File: src/rtl/uart_rx_word_if.sv
// uart_rx_word_if: serial input, enable and received-word status of the
// 8N1 UART receiver. The master modport is the side that owns the line and
// consumes words. The slave modport is the receiver itself.
interface uart_rx_word_if;
  logic       rx;
  logic       rx_en;
  logic [7:0] rx_data;
  logic       word_done;
  logic       frame_err;
  logic       parity_err;
  logic       busy;

  modport master (
    output rx,
    output rx_en,
    input  rx_data,
    input  word_done,
    input  frame_err,
    input  parity_err,
    input  busy
  );

  modport slave (
    input  rx,
    input  rx_en,
    output rx_data,
    output word_done,
    output frame_err,
    output parity_err,
    output busy
  );
endinterface

File: src/rtl/uart_rx_word.sv
// uart_rx_word: 8N1 UART receiver with a one-cycle word-complete strobe.
// Bits are sampled at mid-bit using a down-counter that reloads every
// DIV = CLK_FREQ/BAUD_RATE clocks.
// Optional feature: define UART_RX_PARITY_EN to add one even-parity bit
// between the data bits and the stop bit. Without it, parity_err is tied 0.
module uart_rx_word #(
  parameter int CLK_FREQ  = 50000000,
  parameter int BAUD_RATE = 3125000
) (
  input  logic           clk,
  input  logic           rst,
  uart_rx_word_if.slave  bus
);

  localparam int DIV = CLK_FREQ / BAUD_RATE;
  localparam int CW  = $clog2(DIV);
  localparam logic [CW-1:0] HALF_LOAD = CW'(DIV / 2 - 1);
  localparam logic [CW-1:0] FULL_LOAD = CW'(DIV - 1);

  typedef enum logic [2:0] {
    IDLE,
    START,
    DATA,
    PARITY,
    STOP
  } state_t;

  state_t        state_q, state_d;
  logic [CW-1:0] cnt_q, cnt_d;
  logic [2:0]    idx_q, idx_d;
  logic [7:0]    shift_q, shift_d;
  logic          rx_meta_q, rx_meta_d;
  logic          rx_s_q, rx_s_d;
  logic          wait_high_q, wait_high_d;
  logic [7:0]    rx_data_q, rx_data_d;
  logic          word_done_q, word_done_d;
  logic          frame_err_q, frame_err_d;
`ifdef UART_RX_PARITY_EN
  logic          par_bit_q, par_bit_d;
  logic          parity_err_q, parity_err_d;
`endif

  // Next-state logic: receive FSM, bit timing, and the word result registers.
  always_comb begin
    state_d     = state_q;
    cnt_d       = cnt_q;
    idx_d       = idx_q;
    shift_d     = shift_q;
    rx_meta_d   = bus.rx;
    rx_s_d      = rx_meta_q;
    wait_high_d = wait_high_q;
    rx_data_d   = rx_data_q;
    word_done_d = 1'b0;
    frame_err_d = frame_err_q;
`ifdef UART_RX_PARITY_EN
    par_bit_d    = par_bit_q;
    parity_err_d = parity_err_q;
`endif

    case (state_q)
      IDLE: begin
        if (wait_high_q) begin
          if (rx_s_q) begin
            wait_high_d = 1'b0;
          end
        end else if (!rx_s_q && bus.rx_en) begin
          state_d = START;
          cnt_d   = HALF_LOAD;
        end
      end

      START: begin
        if (!bus.rx_en) begin
          state_d = IDLE;
        end else if (cnt_q != '0) begin
          cnt_d = cnt_q - 1'b1;
        end else if (rx_s_q) begin
          state_d = IDLE;
        end else begin
          state_d = DATA;
          cnt_d   = FULL_LOAD;
          idx_d   = 3'd0;
        end
      end

      DATA: begin
        if (!bus.rx_en) begin
          state_d = IDLE;
        end else if (cnt_q != '0) begin
          cnt_d = cnt_q - 1'b1;
        end else begin
          shift_d[idx_q] = rx_s_q;
          cnt_d          = FULL_LOAD;
          if (idx_q == 3'd7) begin
`ifdef UART_RX_PARITY_EN
            state_d = PARITY;
`else
            state_d = STOP;
`endif
          end else begin
            idx_d = idx_q + 1'b1;
          end
        end
      end

`ifdef UART_RX_PARITY_EN
      PARITY: begin
        if (!bus.rx_en) begin
          state_d = IDLE;
        end else if (cnt_q != '0) begin
          cnt_d = cnt_q - 1'b1;
        end else begin
          par_bit_d = rx_s_q;
          cnt_d     = FULL_LOAD;
          state_d   = STOP;
        end
      end
`endif

      STOP: begin
        if (!bus.rx_en) begin
          state_d = IDLE;
        end else if (cnt_q != '0) begin
          cnt_d = cnt_q - 1'b1;
        end else begin
          rx_data_d   = shift_q;
          frame_err_d = ~rx_s_q;
          word_done_d = 1'b1;
          wait_high_d = ~rx_s_q;
`ifdef UART_RX_PARITY_EN
          parity_err_d = (^shift_q) ^ par_bit_q;
`endif
          state_d = IDLE;
        end
      end

      default: begin
        state_d = IDLE;
      end
    endcase
  end

  // State and datapath registers; the rx synchronizer resets to the idle level.
  always_ff @(posedge clk or posedge rst) begin
    if (rst) begin
      state_q      <= IDLE;
      cnt_q        <= '0;
      idx_q        <= 3'd0;
      shift_q      <= 8'h00;
      rx_meta_q    <= 1'b1;
      rx_s_q       <= 1'b1;
      wait_high_q  <= 1'b0;
      rx_data_q    <= 8'h00;
      word_done_q  <= 1'b0;
      frame_err_q  <= 1'b0;
`ifdef UART_RX_PARITY_EN
      par_bit_q    <= 1'b0;
      parity_err_q <= 1'b0;
`endif
    end else begin
      state_q      <= state_d;
      cnt_q        <= cnt_d;
      idx_q        <= idx_d;
      shift_q      <= shift_d;
      rx_meta_q    <= rx_meta_d;
      rx_s_q       <= rx_s_d;
      wait_high_q  <= wait_high_d;
      rx_data_q    <= rx_data_d;
      word_done_q  <= word_done_d;
      frame_err_q  <= frame_err_d;
`ifdef UART_RX_PARITY_EN
      par_bit_q    <= par_bit_d;
      parity_err_q <= parity_err_d;
`endif
    end
  end

  assign bus.rx_data   = rx_data_q;
  assign bus.word_done = word_done_q;
  assign bus.frame_err = frame_err_q;
  assign bus.busy      = (state_q != IDLE);
`ifdef UART_RX_PARITY_EN
  assign bus.parity_err = parity_err_q;
`else
  assign bus.parity_err = 1'b0;
`endif

endmodule

File: src/flat_wrapper.sv
// flat-port wrapper written by rule: the top's interface ports become plain ports
module uart_rx_word_flat 
#(
  parameter int CLK_FREQ  = 50000000,
  parameter int BAUD_RATE = 3125000
)
  (clk, rst, bus_rx, bus_rx_en, bus_rx_data, bus_word_done, bus_frame_err, bus_parity_err, bus_busy);
  uart_rx_word_if bus_i ();
  input  logic clk;
  input  logic rst;
  input wire logic [$bits(bus_i.rx)-1:0] bus_rx;
  input wire logic [$bits(bus_i.rx_en)-1:0] bus_rx_en;
  output wire logic [$bits(bus_i.rx_data)-1:0] bus_rx_data;
  output wire logic [$bits(bus_i.word_done)-1:0] bus_word_done;
  output wire logic [$bits(bus_i.frame_err)-1:0] bus_frame_err;
  output wire logic [$bits(bus_i.parity_err)-1:0] bus_parity_err;
  output wire logic [$bits(bus_i.busy)-1:0] bus_busy;
  assign bus_i.rx = bus_rx;
  assign bus_i.rx_en = bus_rx_en;
  assign bus_rx_data = bus_i.rx_data;
  assign bus_word_done = bus_i.word_done;
  assign bus_frame_err = bus_i.frame_err;
  assign bus_parity_err = bus_i.parity_err;
  assign bus_busy = bus_i.busy;
  uart_rx_word #(.CLK_FREQ(CLK_FREQ), .BAUD_RATE(BAUD_RATE)) u_core (.clk(clk), .rst(rst), .bus(bus_i));
endmodule
File: config.mk
export PLATFORM = sky130hd
export DESIGN_NAME = uart_rx_word_flat
export DESIGN_NICKNAME = d
export VERILOG_FILES = /design/src/rtl/uart_rx_word_if.sv /design/src/rtl/uart_rx_word.sv /design/src/flat_wrapper.sv
export SDC_FILE = /design/constraint.sdc
export NUM_CORES = 1
export LEC_CHECK = 0
export ABC_CLOCK_PERIOD_IN_PS = 2050
export CELL_PAD_IN_SITES_DETAIL_PLACEMENT = 0
export CELL_PAD_IN_SITES_GLOBAL_PLACEMENT = 1
export CORE_MARGIN = 2
export CORE_UTILIZATION = 42
export CTS_BUF_LIST = sky130_fd_sc_hd__clkbuf_4
export CTS_CLUSTER_SIZE = 10
export DETAILED_ROUTE_END_ITERATION = 10
export PLACE_DENSITY = 0.86
export SLEW_MARGIN = 20
export SYNTH_ARGS = -nofsm -noshare
export SYNTH_HDL_FRONTEND = slang
export SYNTH_SLANG_ARGS = --single-unit
export TNS_END_PERCENT = 50
File: constraint.sdc
create_clock -name clk -period 2.05 [get_ports clk]
set_clock_uncertainty 0.1 [all_clocks]
set_input_delay 0.5125 -clock clk [delete_from_list [all_inputs] [get_ports clk]]
set_output_delay 0.5125 -clock clk [all_outputs]
set_load 0.02 [all_outputs]
==> metrics.md <==
| Metric | Value |
|---|---|
| #FFs+latches synth | `31` |
| Dominant register cell in the synthesized netlist | `dfrtp_1` |
| DRT Pass-1 Iters | `4` |
| H-Tree Depth | `2` |
| Vias | `1147` |
| Hold Startpoint | `u_core.rx_meta_q` |
| Area Growth Syn to Fin | `22.34%` |
| Fin. max-slew vios | `0` |
| Clk Latency, worst-skew pair | `~320 ps` |
| Antenna diodes | `0` |
| First-pass GRT wire length | `5299 µm` |
| Register area share after synthesis | `0.4944` |
| CTS root buffer | `clkbuf_4` |
| Ys Warns | `0` |
| Share of cells above drive strength 1 | `0.2941` |
| Fin crit period | `1994 ps` |
| TritonCTS Buffers | `5` |
| Yosys top cell area share | `0.4610` |
| Top post-synthesis cells by count | `29 x dfrtp_1, 13 x mux2_2, 10 x inv_1` |
| RSZ-0062 raised after global routing | `false` |
| Num rows | `22` |
| Final TNS setup | `0 ps` |
| Peak supply drop | `just under 0.0004 V` |
| Initial antenna violation count | `0` |
| # clock sinks | `31` |
| Buffers on Ports | `14` |
| Via density | `approximately 5.3` |
| Crit-path max cell delay | `roughly 530 ps` |
| Nets | `176` |
| Die Y-Extent | `~65 µm` |
| Drt drc | `0` |
| Status | `finished, final reports clean` |
| Static leakage | `between 0.0008 and 0.0009 µW` |
| Required time worst endpoint | `2170 ps` |
| Final wirelength | `around 3000 µm` |
| Top Family by Delay on Critical Path | `simple AND/OR/NAND/NOR gates` |
| CTS tree | `done` |
| Fmax | `501.6 MHz` |
| Die footprint | `4253 µm²` |
| Worst reg2reg startpoint | `u_core.cnt_q[0]` |
| HPWL Detailed | `between 2000 and 2500 µm` |
| Mapped Cells | `approximately 140` |
| CP arrival | `between 2000 and 2500 ps` |
| WS Path Type | `input port to register` |
| Initial Util | `0.4332` |
| Endpoint class of the critical path | `register` |
| Total power | `1074 µW` |
| Avg Inst Size Synth | `approximately 11 µm²` |
| Number of synthesized flops with an enable pin | `0` |
| Critical-path top delay cell | `clkdlybuf4s50_1` |
| Worst hold path type | `register to register` |
| Pin count of the biggest net entering global routing | `32` |
| Total gr overflow | `0` |
| Die W | `~65 µm` |
| Gr usage total | `0.1640` |
| Buffer and inverter count on the worst path | `1` |
| R2R setup slack | `roughly 110 ps` |
| Max clock buf depth | `2` |
| Synth cell types | `39` |
| Vias in the first global route | `approximately 1200` |
| Fin. Hold Viols | `0` |
| Cts hold-fix bufs | `0` |
| Cell Pwr Density | `around 560 nW/µm²` |
| Critical path startpoint | `bus_rx_en` |
| I/O pins | `16` |
| Post-synth net total | `149` |
| Count leader, synth | `dfrtp_1` |
| Max cap viols | `0` |
| DR iter-0 viols | `just under 90` |
| Top cells by area, synth | `dfrtp_1 46%, mux2_2 9.3%, dfstp_2 3.3%, mux2_1 2.9%, mux2i_1 2.5%` |
| Per-cell routed wire length | `approximately 14 µm` |
| Final setup viols | `0` |
| Gpl congestion | `0.8569` |
| Worst-path fanout max | `4` |
| Worst setup SP type | `input port` |
| Tcrit/Tclk final | `0.9725` |
| Ys async rst share | `1.000` |
| Worst-path clk slew | `approximately 90 ps` |
| Post-DRT Antenna Nets | `0` |
| Mapped Area | `approximately 1600 µm²` |
| Crit path cell chain | `clkdlybuf4s50_1 -> nand4bb_4 -> or3_4 -> nor3_1 -> mux2_1` |
| Core Area | `around 3600 µm²` |
| Post-synth top area cell | `dfrtp_1` |
[sequential cells by signal (all words and copies together), names as in the netlist]
name and flops:
u_core.bus.frame_err 1, u_core.shift_q 8, u_core.cnt_q 4, u_core.bus.rx_data 8
u_core.wait_high_q 1, u_core.rx_meta_q 1, u_core.bus.word_done 1, u_core.idx_q 3
u_core.rx_s_q 1, u_core.state_q 3
[layout by cell type, fill, tap and decap left out, types with 2 or more instances in the layout]
| cell type | count |
|---|---|
| dfstp_2 | 2 |
| mux2_2 | 13 |
| clkbuf_4 | 7 |
| nand3_1 | 5 |
| nor3b_1 | 4 |
| o21ai_0 | 5 |
| nor3_1 | 4 |
| clkdlybuf4s50_1 | 13 |
| dfrtp_1 | 29 |
| o22a_1 | 2 |
| a21oi_1 | 4 |
| nand2_1 | 6 |
| mux2i_1 | 4 |
| nand2b_1 | 3 |
| inv_1 | 10 |
| buf_4 | 13 |
| nor2_1 | 9 |
| nor3_2 | 3 |
| ha_1 | 2 |
| a211oi_1 | 3 |
| or2_2 | 2 |
| or3_1 | 3 |
| mux2_1 | 4 |
[routing by layer]
metal | routed length, µm | global-route usage
met5 | 0 | 0
met4 | 53 | 0.06771
met3 | 109 | 0.04966
met2 | 1493 | 0.2717
met1 | 1333 | 0.1987
[worst paths after layout]
kind,endpoint,cells past startpoint
setup / recovery,u_core.shift_q[2],5
hold / removal,u_core.rx_s_q,0
setup reg to reg,u_core.shift_q[2],6
hold reg to reg,u_core.rx_s_q,0
max in group asynchronous,u_core.rx_meta_q,3
min in group asynchronous,u_core.cnt_q[2],3
[cell families (layout without fill, tap and decap cells)]
logic type	after synthesis	count (layout)	share of synthesized area
buffers and inverters	17	45	0.04929
other	1	1	0.002382
DFF	31	31	0.4944
muxes	21	21	0.1471
adders and majority gates	3	3	0.02385
xor gates and xnor gates	1	1	0.005565
and+or+nand+nor	45	45	0.1765
AOI/OAI and AO/OA	23	23	0.1010
[metrics by stage]
stage / setup slack [ps] / cells / utilization / hold WS (ps) / instance area (µm²)
floorplan: 135.2 / 142 / - / 245.2 / 1574
global placement: -231.8 / 210 / 0.5041 / 246.2 / 1832
detailed placement: -279.0 / 210 / 0.5041 / 248.4 / 1832
CTS: 2.552 / 218 / 0.5203 / 262.5 / 1891
global route: 11.41 / 218 / 0.5300 / 274.6 / 1926
finish: 56.30 / 218 / 0.5300 / 261.4 / 1926
[what timing repair did]
item | 4_1_cts | 5_1_grt
resized for setup | 3 | 8
endpoints found under the setup margin | 1 | 15
pin swaps | 0 | 0
hold endpoints to repair | 0 | 0
buffers inserted | 0 | 0
[cell type report]
cell class / count / area (µm²)
clock inverter: 1 / 5.005
inverter: 10 / 37.54
sequential: 31 / 778.2
fill: 351 / 1708
timing repair buffer: 27 / 232.7
clock buffer: 7 / 52.55
tap: 48 / 60.06
multi-input combinational: 94 / 759.5
[where the power goes]
group / internal [µW] / switching (µW)
registers: 624 / 10.7
clock network: 160 / 192
logic: 37.3 / 50.8
No activity file was read; power rests on OpenSTA's default activity.
